$ cat src/rtl/maj_bist_pkg.sv
// maj_bist_pkg: shared state encoding and majority reference helpers for maj_sweep_bist
package maj_bist_pkg;
  typedef enum logic [1:0] {IDLE, SETTLE, SAMPLE, DONE} state_e;
  localparam int MAX_W = 32;
  function automatic int popcount(input logic [MAX_W-1:0] v, input int w);
    int c;
    c = 0;
    for (int i = 0; i < MAX_W; i++) if (i < w) c += int'(v[i]);
    return c;
  endfunction
  function automatic int maj_threshold(input int n);
    return (n + 1) / 2;
  endfunction
endpackage

$ cat src/rtl/maj_ref.sv
// maj_ref: combinational N-input majority reference (popcount >= (N+1)/2)
module maj_ref
  import maj_bist_pkg::*;
#(
  parameter int N = 9
) (
  input  logic [N-1:0] x_i,
  output logic         y_o
);
  assign y_o = popcount(MAX_W'(x_i), N) >= maj_threshold(N);
endmodule

$ cat src/rtl/maj_sweep_bist.sv
// maj_sweep_bist: exhaustive sweep BIST for an N-input majority gate; MAJ_SWEEP_BIST_STOP_ON_FAIL_EN ends the sweep at the first mismatch
module maj_sweep_bist
  import maj_bist_pkg::*;
#(
  parameter int N             = 9,
  parameter int SETTLE_CYCLES = 2
) (
  input  logic         clk,
  input  logic         rst_n,
  input  logic         start,
  input  logic         y0,
  output logic [N-1:0] x,
  output logic         busy,
  output logic         done,
  output logic         pass,
  output logic [N:0]   mismatch_count,
  output logic         first_fail_valid,
  output logic [N-1:0] first_fail_vec
);
  localparam int CW = SETTLE_CYCLES > 1 ? $clog2(SETTLE_CYCLES) : 1;
  state_e         state_q;
  logic [N-1:0]   x_q, ffvec_q;
  logic [CW-1:0]  cnt_q;
  logic           busy_q, done_q, pass_q, ffv_q;
  logic [N:0]     mc_q, mc_d;
  logic           ref_w, mism, stop;
  maj_ref #(.N(N)) u_ref (.x_i(x_q), .y_o(ref_w));
  assign mism = y0 != ref_w;
  assign mc_d = mc_q + (N+1)'(mism);
`ifdef MAJ_SWEEP_BIST_STOP_ON_FAIL_EN
  assign stop = mism;
`else
  assign stop = 1'b0;
`endif
  assign x                = x_q;
  assign busy             = busy_q;
  assign done             = done_q;
  assign pass             = pass_q;
  assign mismatch_count   = mc_q;
  assign first_fail_valid = ffv_q;
  assign first_fail_vec   = ffvec_q;
  // Sweep FSM: hold each vector SETTLE_CYCLES cycles, then compare gate output against the reference
  always_ff @(posedge clk or negedge rst_n) begin
    if (!rst_n) begin
      state_q <= IDLE;
      x_q     <= '0;
      cnt_q   <= '0;
      busy_q  <= 1'b0;
      done_q  <= 1'b0;
      pass_q  <= 1'b0;
      mc_q    <= '0;
      ffv_q   <= 1'b0;
      ffvec_q <= '0;
    end else begin
      case (state_q)
        IDLE, DONE: if (start) begin
          state_q <= SETTLE;
          x_q     <= '0;
          cnt_q   <= '0;
          busy_q  <= 1'b1;
          done_q  <= 1'b0;
          pass_q  <= 1'b0;
          mc_q    <= '0;
          ffv_q   <= 1'b0;
          ffvec_q <= '0;
        end
        SETTLE: begin
          cnt_q <= cnt_q + 1'b1;
          if (cnt_q == CW'(SETTLE_CYCLES - 1)) state_q <= SAMPLE;
        end
        SAMPLE: begin
          mc_q <= mc_d;
          if (mism && !ffv_q) begin
            ffv_q   <= 1'b1;
            ffvec_q <= x_q;
          end
          if ((&x_q) || stop) begin
            state_q <= DONE;
            busy_q  <= 1'b0;
            done_q  <= 1'b1;
            pass_q  <= mc_d == '0;
          end else begin
            state_q <= SETTLE;
            x_q     <= x_q + 1'b1;
            cnt_q   <= '0;
          end
        end
        default: state_q <= IDLE;
      endcase
    end
  end
endmodule

$ cat config.mk
export PLATFORM = sky130hd
export DESIGN_NAME = maj_sweep_bist
export DESIGN_NICKNAME = d
export VERILOG_FILES = /design/src/rtl/maj_bist_pkg.sv /design/src/rtl/maj_ref.sv /design/src/rtl/maj_sweep_bist.sv
export SDC_FILE = /design/constraint.sdc
export NUM_CORES = 1
export LEC_CHECK = 0
export BUFFER_PORTS_ARGS = -buffer_cell sky130_fd_sc_hd__buf_4
export CAP_MARGIN = 20
export CORE_MARGIN = 2
export CORE_UTILIZATION = 45
export CTS_BUF_LIST = sky130_fd_sc_hd__clkbuf_8
export CTS_CLUSTER_DIAMETER = 120
export DETAILED_ROUTE_END_ITERATION = 8
export MAX_ROUTING_LAYER = met4
export PLACE_DENSITY = 0.66
export SYNTH_ARGS = -nofsm -noshare
export SYNTH_HDL_FRONTEND = slang
export SYNTH_SLANG_ARGS = --single-unit
$ cat constraint.sdc
create_clock -name clk -period 12.5 [get_ports clk]
set_clock_uncertainty 0.15 [all_clocks]
set_input_delay 2.5 -clock clk [delete_from_list [all_inputs] [get_ports clk]]
set_output_delay 2.5 -clock clk [all_outputs]
set_load 0.005 [all_outputs]
==> After elaboration in Yosys (flattened, before gate mapping) <==
Index checks and enable logic that the tools add are counted.
{ "word_totals": {"elab_cells": 66, "regBits": 35, "output_inout_bits": 32, "inputBits": 4} }
{ "classes": {"mux": 23, "magnitude_cmp": 1, "add_sub_neg": 11, "n_reduce_logical": 13, "n_eq_ne": 9} }
{ "ops": {"columns": ["cell", "count"], "rows": [
  ["adder 32 x 2 -> 32 bit", 7],
  ["case mux 9 bit (2 select lines)", 2],
  [">= comparator 32 x 4 -> 1 bit (second input constant)", 1],
  ["two-way mux 9 bit", 3],
  ["case mux 10 bit (2 select lines)", 1],
  ["adder 10 x 1 -> 10 bit", 1],
  ["logical NOT 10 bit", 1],
  ["two-way mux 10 bit", 1],
  ["inequality test 2 bit (second input constant)", 5],
  ["adder 9 x 1 -> 9 bit (second input constant)", 1],
  ["AND reduction 3 bit", 3],
  ["AND reduction 9 bit", 1],
  ["case mux 1 bit (2 select lines)", 4],
  ["two-way mux 1 bit", 7],
  ["two-way mux 2 bit", 3],
  ["case mux 2 bit (3 select lines)", 1],
  ["AND reduction 2 bit", 3],
  ["equality test 2 bit (second input constant)", 2],
  ["case mux 1 bit (3 select lines)", 1],
  ["adder 1 x 1 -> 2 bit", 1],
  ["equality test 2 x 1 -> 1 bit (second input constant)", 1],
  ["logical NOT 2 bit", 1],
  ["nonzero test 2 bit", 1],
  ["OR reduction 2 bit", 1],
  ["other kinds (4)", 4]
]} }

==> Longest topological paths before layout <==
Gate-level depths: netlist (run 1).
{ "logic_depth": {"depth_word": 14, "depth_mapped": 19, "depth_no_buf": 19} }

==> By module <==
From an unflattened synthesis (run 1), not the netlist that was laid out.
{ "hier_totals": {"cells_unflattened": 189, "area_unflattened_um2": 1906.8} }
{ "by_module_without_submodules": {"columns": ["mod", "area_each_um2", "cells_per_inst", "instances", "seq_area_each_um2"], "rows": [
  ["maj_sweep_bist", 1755.4, 173, 1, 875.8],
  ["maj_ref", 151.4, 16, 1, 0.0]
]} }

==> Worst setup path before layout (run 1) <==
No wires, ideal clock.
{ "synth_path": {"path_type": "flip-flop to flip-flop", "start": "register x_q[0], in the netlist x[0]", "end": "register pass_q, in the netlist pass", "arrival_ns": 4.783, "period_less_slack_ns": 5.036, "setup_slack_ns": 7.464, "required_ns": 12.246, "path_buffers": 0, "setup_time_ns": 0.104, "path_stages_with_launch": 20, "cell_sequence": "dfrtp_1 ha_1 inv_1 fa_1 fa_1 fa_1 inv_1 ha_1 inv_1 fa_1 and2b_2 o221ai_2 xor2_2 ha_1 ha_1 and3_1 and3_2 mux2i_1 a2bb2oi_1 o41ai_2"} }
{ "synth_between": {"elab_chain_cells": 14, "elab_cells_between_ends": 17, "classes_between": "add/sub: 9; order compare: 1; eq/ne: 2; mux: 2; reduce/logical: 3"} }
{ "synth_rtl": {"columns": ["item", "line_no", "text"], "rows": [
  ["from (decl)", "maj_sweep_bist.sv:22", "logic [N-1:0] x_q, ffvec_q;"],
  ["from (signal assigned)", "maj_sweep_bist.sv:84", "x_q <= x_q + 1'b1;"],
  ["adder 1 x 1 -> 2 bit", "maj_bist_pkg.sv:8", "for (int i = 0; i < MAX_W; i++) if (i < w) c += int'(v[i]);"],
  ["adder 32 x 2 -> 32 bit (7 in series)", "maj_bist_pkg.sv:8", null],
  [">= comparator 32 x 4 -> 1 bit", "maj_ref.sv:10", "assign y_o = popcount(MAX_W'(x_i), N) >= maj_threshold(N);"],
  ["inequality test 1 bit", "maj_sweep_bist.sv:28", "assign mism = y0 != ref_w;"],
  ["adder 10 x 1 -> 10 bit", "maj_sweep_bist.sv:29", "assign mc_d = mc_q + (N+1)'(mism);"],
  ["logical NOT 10 bit", "maj_sweep_bist.sv:81", "pass_q <= mc_d == '0;"],
  ["two-way mux 1 bit", "maj_sweep_bist.sv:77", "if ((&x_q) || stop) begin"],
  ["case mux 1 bit (2 select lines)", "maj_sweep_bist.sv:55", "case (state_q)"],
  ["to (signal assigned)", "maj_sweep_bist.sv:50", "pass_q <= 1'b0;"],
  ["to (signal assigned)", "maj_sweep_bist.sv:62", "pass_q <= 1'b0;"],
  ["to (signal assigned)", "maj_sweep_bist.sv:81", null],
  ["to (decl)", "maj_sweep_bist.sv:24", "logic busy_q, done_q, pass_q, ffv_q;"]
]} }
Parallel ways exist; a longest one is shown, timed or not. The select of a mux whose other input is x is not followed.
A chain may end at the register's enable or synchronous reset.

==> Worst setup path in the final report (run 1) <==
Ends and elaborated chain as after synthesis.

==> results of run 1 <==
-- metal layers --
metal / wire length [um] / track usage / vias to the layer above
met5: 0 / - / -
met4: 70 / 0.0629 / 0
met3: 238 / 0.0431 / 6
met2: 1990 / 0.292 / 34
met1: 2150 / 0.272 / 810
li1: - / - / 827
-- state kept, by name, indices dropped and copies added (netlist names) --
| signal | cells |
|---|---|
| cnt_q | 1 |
| first_fail_vec | 9 |
| mismatch_count | 10 |
| pass | 1 |
| x | 9 |
| busy | 1 |
| done | 1 |
| state_q | 2 |
| first_fail_valid | 1 |
-- how the worst max path moves through the flow --
stage | endpoint | cells past startpoint | slack [ns]
after floorplan | pass | 19 | 7.46
after global placement | pass | 19 | 7.35
after detailed placement | pass | 19 | 7.20
after CTS | pass | 19 | 7.19
after global routing | pass | 19 | 6.89
final | pass | 19 | 7.22
-- cells by family (layout without fill, tap and decap cells) --
logic type / Yosys count / count (layout) / share of synthesized area
AOI/OAI and AO/OA: 49 / 49 / 0.166
xor gates and xnor gates: 10 / 10 / 0.0452
buffers and inverters: 27 / 62 / 0.0500
and+or+nand+nor: 78 / 78 / 0.189
adders and majority gates: 17 / 17 / 0.119
muxes: 3 / 3 / 0.0149
DFF: 35 / 35 / 0.416
-- layout by cell type (no fill, tap or decap), types with 2 or more instances in the layout --
master,synthesis,layout
a21o_1,2,2
a21oi_1,3,3
a22o_1,5,5
a2bb2oi_1,2,2
a31oi_1,2,2
and2_1,3,3
and3_1,4,4
buf_4,0,36
clkbuf_8,0,6
dfrtp_1,35,35
fa_1,5,5
ha_1,12,12
inv_1,18,18
mux2i_1,2,2
nand2_1,19,19
nand2b_1,3,3
nand3_1,9,9
nand4_1,5,5
nor2_1,18,18
nor2b_1,3,3
nor3_1,5,5
nor4_1,2,2
o21ai_0,18,18
o2bb2ai_1,9,9
o31ai_1,3,3
xnor2_1,8,8
-- worst max-delay path, delay by kind of cell (launching register included) --
kind	cells	cell delay, ns
simple gates	3	0.67
buf+inv	3	0.16
flops	1	0.44
xor+xnor	1	0.21
mux	1	0.08
fa+ha+maj	8	2.78
compound gates	3	0.72
-- power by group through the flow --
stage | Clock, W | Combinational (W) | Sequential, W
after CTS | 0.000108 | 0.000104 | 0.000133
after floorplan | 0 | 0.0000727 | 0.000133
after detailed placement | 0 | 0.000104 | 0.000135
final | 0.000106 | 0.000102 | 0.000132
after global placement | 0 | 0.000102 | 0.000134
after global routing | 0.000113 | 0.000119 | 0.000134
-- metrics by stage --
stage | instance area (um^2) | hold slack (ns) | worst slack [ns] | cells | util
finish | 2520 | 0.367 | 7.22 | 306 | 0.571
global route | 2520 | 0.395 | 6.89 | 306 | 0.571
CTS | 2520 | 0.374 | 7.19 | 306 | 0.571
detailed placement | 2400 | 0.363 | 7.20 | 298 | 0.544
global placement | 2400 | 0.359 | 7.35 | 298 | 0.544
floorplan | 2100 | 0.346 | 7.46 | 219 | -
-- final cells by class --
type | instances | area share
multi-input combinational | 157 | 0.446
timing repair buffer | 36 | 0.107
inverter | 18 | 0.0268
clock buffer | 6 | 0.0328
sequential | 35 | 0.348
clock inverter | 2 | 0.0139
tap | 52 | 0.0258
==> impl_results.md, run 1 <==
- CP startpoint: x[0]
- RD Place Congestion: 0.846
- Setup tns final: 0 ns
- Critical Path End Type: flip-flop
- Cell Rows: 24
- Vias in the first global route: between 1500 and 2000
- Mapped Cells: around 220
- Share of layout cells above drive strength 1: 0.213
- R2R Path Start: x[0]
- Vias per cell: between 5 and 6
- ANT cells: 0
- Max-slew violation count: 0
- Antenna Nets Post-Route: 0
- CTS H-Tree Depth: 2
- Internal power: roughly 0.00023 W
- Worst R2R Path Depth: 19
- Die height: about 72 um
- Switching portion of total power: 0.339
- Final #Nets: approximately 270
- Clock Sinks: 35
- DRT Pass-1 Iters: 4
- Crit Path Category: flip-flop to flip-flop
- Worst setup SP type: flip-flop
- Grt total ovfl: 0
- Mapped Area: 0.00210 mm^2
- Io pins: 36
- Starting Density: 0.476
- Leading area contributor after synthesis: dfrtp_1
- Synth Flop Type: dfrtp_1
- Overall routing resource usage: 0.198
- Slowest stage cell, crit path: fa_1
- Antenna violations before repair: 0
- Tot Pwr: between 0.0003 and 0.0004 W
- Hold EP: first_fail_vec[0]
- Die area: approximately 0.0052 mm^2
- Syn_area_per_cell: ~9.6 um^2
- Hold Path Depth: 2
- Yosys top cell area share: 0.416
- Width of the die: 72.4 um
- Post-CTS setup buffers: 0
- Post-CTS Resized: 0
- Root Driver: clkbuf_8
- Synth top area cells: dfrtp_1, ha_1, fa_1
- Flop pwr share: 0.389
- Total CTS buffers: 5
- Cells along the critical path: ha_1 -> inv_1 -> fa_1 -> fa_1 -> fa_1 -> inv_1 -> ha_1 -> inv_1 -> fa_1 -> and2b_2 -> o221ai_2 -> xor2_2 -> ha_1 -> ha_1 -> and3_1 -> and3_2 -> mux2i_1 -> a2bb2oi_1 -> o41ai_2
- Post-synthesis net count: 240
- Core footprint: 0.00441 mm^2
- DRC: 0
- Fill cell count: a little over 400
- Setup violations, final: 0
- Sequential share of the synthesized area: 0.416
- Reg area: 876 um^2
- PD cells: roughly 140 mW/mm^2
- Clk pwr share: 0.310
- Starting DRT DRC Count: 133
- Worst hold path startpoint: first_fail_vec[0]
- Max cap viols: 0
- Worst Path Required: ~13 ns
- Async S/R FF share, synth: 1.00
- Clock latency on the worst-skew pair: around 0.30 ns
- Top cells by count, synth: dfrtp_1, nand2_1, inv_1, nor2_1, o21ai_0
- Fin crit period: between 5 and 6 ns
- Worst reg2reg endpoint: pass
- Least-Margin Pin Slew: roughly 0.48 ns
- Area occupied by multi-input gates: roughly 0.0011 mm^2
- Routed via count: roughly 1700
- Post-DP HPWL: approximately 3.3 mm
- Reg clk slew, reported paths: 0.07 ns
- Drt wl/cell: about 15 um
- Post-cts hold buffer count: 0
- Final Hold Viols: 0
- Clock Tree Buf Depth: 2
- Seq cells post-synth: 35
- Largest net degree at the start of global routing: 36
- Status: completed
- CP arrival: roughly 5.3 ns
- Yosys cell types: 42
- CTS tree: built
- Syn. warnings: 0
- Leakage power total: approximately 1.2 nW
- Port Buffer Count: 35
- Worst hold path class: flip-flop to flip-flop
- Worst-path maximum fanout: 6
- EDFF count, synth: 0
- Global-route wire length before repair: between 7 and 8 mm
- Maximum VDD drop: 0.000103 V
- Part of the cycle the worst path needs: 0.423
- Achievable frequency: about 190 MHz
- Gate power share: 0.301
- Setup slack, reg-to-reg: 7.22 ns
- RSZ-0062 raised after global routing: false
- Crit path largest cell delay: around 0.5 ns
- Max_slew headroom: 0.680
- Top-count cell post-synth: dfrtp_1
- Area growth, synth to finish: 19.8%
- Drt total wl: ~4.4 mm
- Sw power: 0.000115 W
Power figures use the tool's default switching activity.
==> run 2: changes to the inputs <==
--- a/config.mk
+++ b/config.mk
@@ -13,7 +13,7 @@
 export CTS_CLUSTER_DIAMETER = 120
 export DETAILED_ROUTE_END_ITERATION = 8
 export MAX_ROUTING_LAYER = met4
-export PLACE_DENSITY = 0.66
+export PLACE_DENSITY = 0.69
 export SYNTH_ARGS = -nofsm -noshare
 export SYNTH_HDL_FRONTEND = slang
 export SYNTH_SLANG_ARGS = --single-unit
==> constraint.sdc (replaced) <==
create_clock -name clk -period 4.6 [get_ports clk]
set_clock_uncertainty 0.15 [all_clocks]
set_input_delay 0.92 -clock clk [delete_from_list [all_inputs] [get_ports clk]]
set_output_delay 0.92 -clock clk [all_outputs]
set_load 0.005 [all_outputs]
==> run 2 against run 1 <==
The run now ends with setup timing left; core utilization is 6.7 points higher; wire length is 13% higher; worst hold slack better by 0.0016 ns; combinational power grew to 3.1 times the previous value; cell area is 12% higher; highest routed layer unchanged.
==> impl_results.md, run 2 (synthesis gave the netlist of run 1 again) <==
- Root Driver: clkbuf_8
- PD cells: 344 mW/mm^2 (+150%)
- Final #Nets: 299 (+9.1%)
- Worst-path maximum fanout: 3 (-3)
- Flop pwr share: 0.370 (-0.019)
- Max-slew violation count: 0 (unchanged)
- Status: finished with violations
- Crit Path Category: flip-flop to flip-flop
- Sw power: 0.000336 W (+190%)
- DRT Pass-1 Iters: 4 (unchanged)
- RD Place Congestion: 0.863 (+2.1%)
- Core footprint: 0.00441 mm^2 (unchanged)
- Setup tns final: -1.64 ns (-1.64 ns)
- Final Hold Viols: 0 (unchanged)
- Internal power: 0.000633 W (+180%)
- Worst hold path startpoint: first_fail_vec[7]
- Die area: 0.00524 mm^2 (unchanged)
- Total CTS buffers: 5 (unchanged)
- Part of the cycle the worst path needs: 1.05 (+0.631)
- Die height: 72.4 um (unchanged)
- Worst hold path class: flip-flop to flip-flop
- Dpl cells: 311 (+4.4%)
- Reg clk slew, reported paths: 0.07 ns (about the same)
- Switching portion of total power: 0.347 (+0.00747)
- Final Cell Area: 0.00282 mm^2 (+12%)
- ANT cells: 0 (unchanged)
- Achievable frequency: 206 MHz (+9.0%)
- Worst Path Required: 4.62 ns (-7.93 ns)
- Drt wl/cell: 15.1 um (+4.2%)
- Least-Margin Pin Slew: 0.598 ns (+0.119 ns)
- Setup violations, final: 16 (+16)
- Worst path buffer plus inverter count: 3 (unchanged)
- Leakage power total: 1.36 nW (+10%)
- Starting Density: 0.476 (unchanged)
- Cell Rows: 24 (unchanged)
- Max FFs per register: 10 (unchanged)
- Most common cell after layout, fill and taps aside: buf_4
- CP arrival: 4.87 ns (-0.47 ns)
- Clk pwr share: 0.300 (-0.010)
- Leading cell types in the layout, fill and taps excluded: buf_4, dfrtp_1, nand2_1
- Clock latency on the worst-skew pair: 0.29 ns (about the same)
- Cells along the critical path: ha_4 -> inv_2 -> fa_1 -> fa_1 -> fa_1 -> inv_1 -> ha_2 -> inv_2 -> fa_1 -> and2b_2 -> o221ai_4 -> xor2_2 -> ha_2 -> ha_4 -> and3_4 -> and3_4 -> mux2i_1 -> a2bb2oi_2 -> o41ai_2
- Critical Path End Type: flip-flop
- RSZ-0062 raised after global routing: true
- Final Non-Filler Cells: 331 (+8.2%)
- Worst setup SP type: flip-flop
- Post-cts hold buffer count: 0 (unchanged)
- Starting DRT DRC Count: 87 (-35%)
- Overall routing resource usage: 0.206 (+0.00861)
- Post-DP HPWL: 3.46 mm (+4.4%)
- Global-route wire length before repair: 7.96 mm (+3.2%)
- Vias in the first global route: 1725 (+8.6%)
- CTS tree: built
- Max cap viols: 0 (unchanged)
- Antenna Nets Post-Route: 0 (unchanged)
- DP Worst Slack: -0.329 ns (-7.53 ns)
- Largest net degree at the start of global routing: 36 (unchanged)
- Crit-path leading delay family: adder cells
- Cell mode on critical path: fa_1
- Clock Tree Buf Depth: 2 (unchanged)
- Share of layout cells above drive strength 1: 0.319 (+0.106)
- Worst Slack Setup Final: -0.248 ns (-7.46 ns)
- Failing checks: setup timing
- R2R Path Start: x[1]
- Clock Sinks: 35 (unchanged)
- Cell Area, Placed: 0.00254 mm^2 (+5.9%)
- Maximum VDD drop: 0.000225 V (+120%)
- Area growth, synth to finish: 33.8%
- Width of the die: 72.4 um (unchanged)
- Slowest stage cell, crit path: fa_1
- Gate power share: 0.330 (+0.029)
- DRC: 0 (unchanged)
- Crit path largest cell delay: 0.52 ns (+0.03 ns)
- Routed via count: 1813 (+8.1%)
- Max_slew headroom: 0.598 (-0.0826)
- Antenna violations before repair: 0 (unchanged)
- Grt total ovfl: 0 (unchanged)
- Fin crit period: 4.85 ns (-0.436 ns)
- CP startpoint: x[1]
- Io pins: 36 (unchanged)
- Drt total wl: 5.01 mm (+13%)
- Port Buffer Count: 35 (unchanged)
- Vias per cell: 5.48 (about the same)
- CTS H-Tree Depth: 2 (unchanged)
-- run 2: stage by stage --
step	utilization	hold WS, ns	power (W)
5_1_grt	0.638	0.390	0.00103
3_5_place_dp	0.576	0.363	0.000664
2_1_floorplan	-	0.346	0.000565
6_report	0.638	0.369	0.000969
3_3_place_gp	0.576	0.358	0.000653
4_1_cts	0.627	0.373	0.000963
-- run 2: worst min-delay path, cell delays in order, from the launching register on --
cell       delay, ns
dfrtp_1         0.38
nand2_1         0.06
o2bb2ai_1       0.05
-- run 2: timing repair --
action                                  CTS  global route
resized for setup                        12             4
setup buffers                            10             2
pin swaps                                14             4
endpoints found under the setup margin    8            19
-- run 2: path summary, 6_finish.rpt --
kind	end	slack [ns]	cells after the start
setup / recovery	pass	-0.25	19
hold / removal	first_fail_vec[7]	0.37	2
setup reg to reg	pass	-0.25	19
hold reg to reg	first_fail_vec[7]	0.37	2
max in group asynchronous	x[5]	3.57	1
min in group asynchronous	mismatch_count[2]	0.42	1
-- run 2: layout make-up --
class | instances | area (um^2)
fill | 376 | 1600
multi-input combinational | 157 | 1200
sequential | 35 | 876
timing repair buffer | 61 | 493
clock buffer | 6 | 82.6
inverter | 18 | 67.6
tap | 52 | 65.1
clock inverter | 2 | 35.0
-- run 2: metal layers --
| metal | vias to the layer above | global-route usage | share of wire |
|---|---|---|---|
| met4 | 0 | 0.0881 | 0.020 |
| li1 | 876 | - | - |
| met5 | - | - | 0 |
| met1 | 892 | 0.258 | 0.46 |
| met2 | 36 | 0.323 | 0.48 |
| met3 | 9 | 0.0444 | 0.040 |
-- run 2: power by group through the flow --
stage,clock (W),sequential [W],combinational [W]
floorplan,0,0.000361,0.000203
global placement,0,0.000362,0.000291
detailed placement,0,0.000364,0.000300
CTS,0.000295,0.000357,0.000310
global route,0.000307,0.000364,0.000355
finish,0.000291,0.000359,0.000319
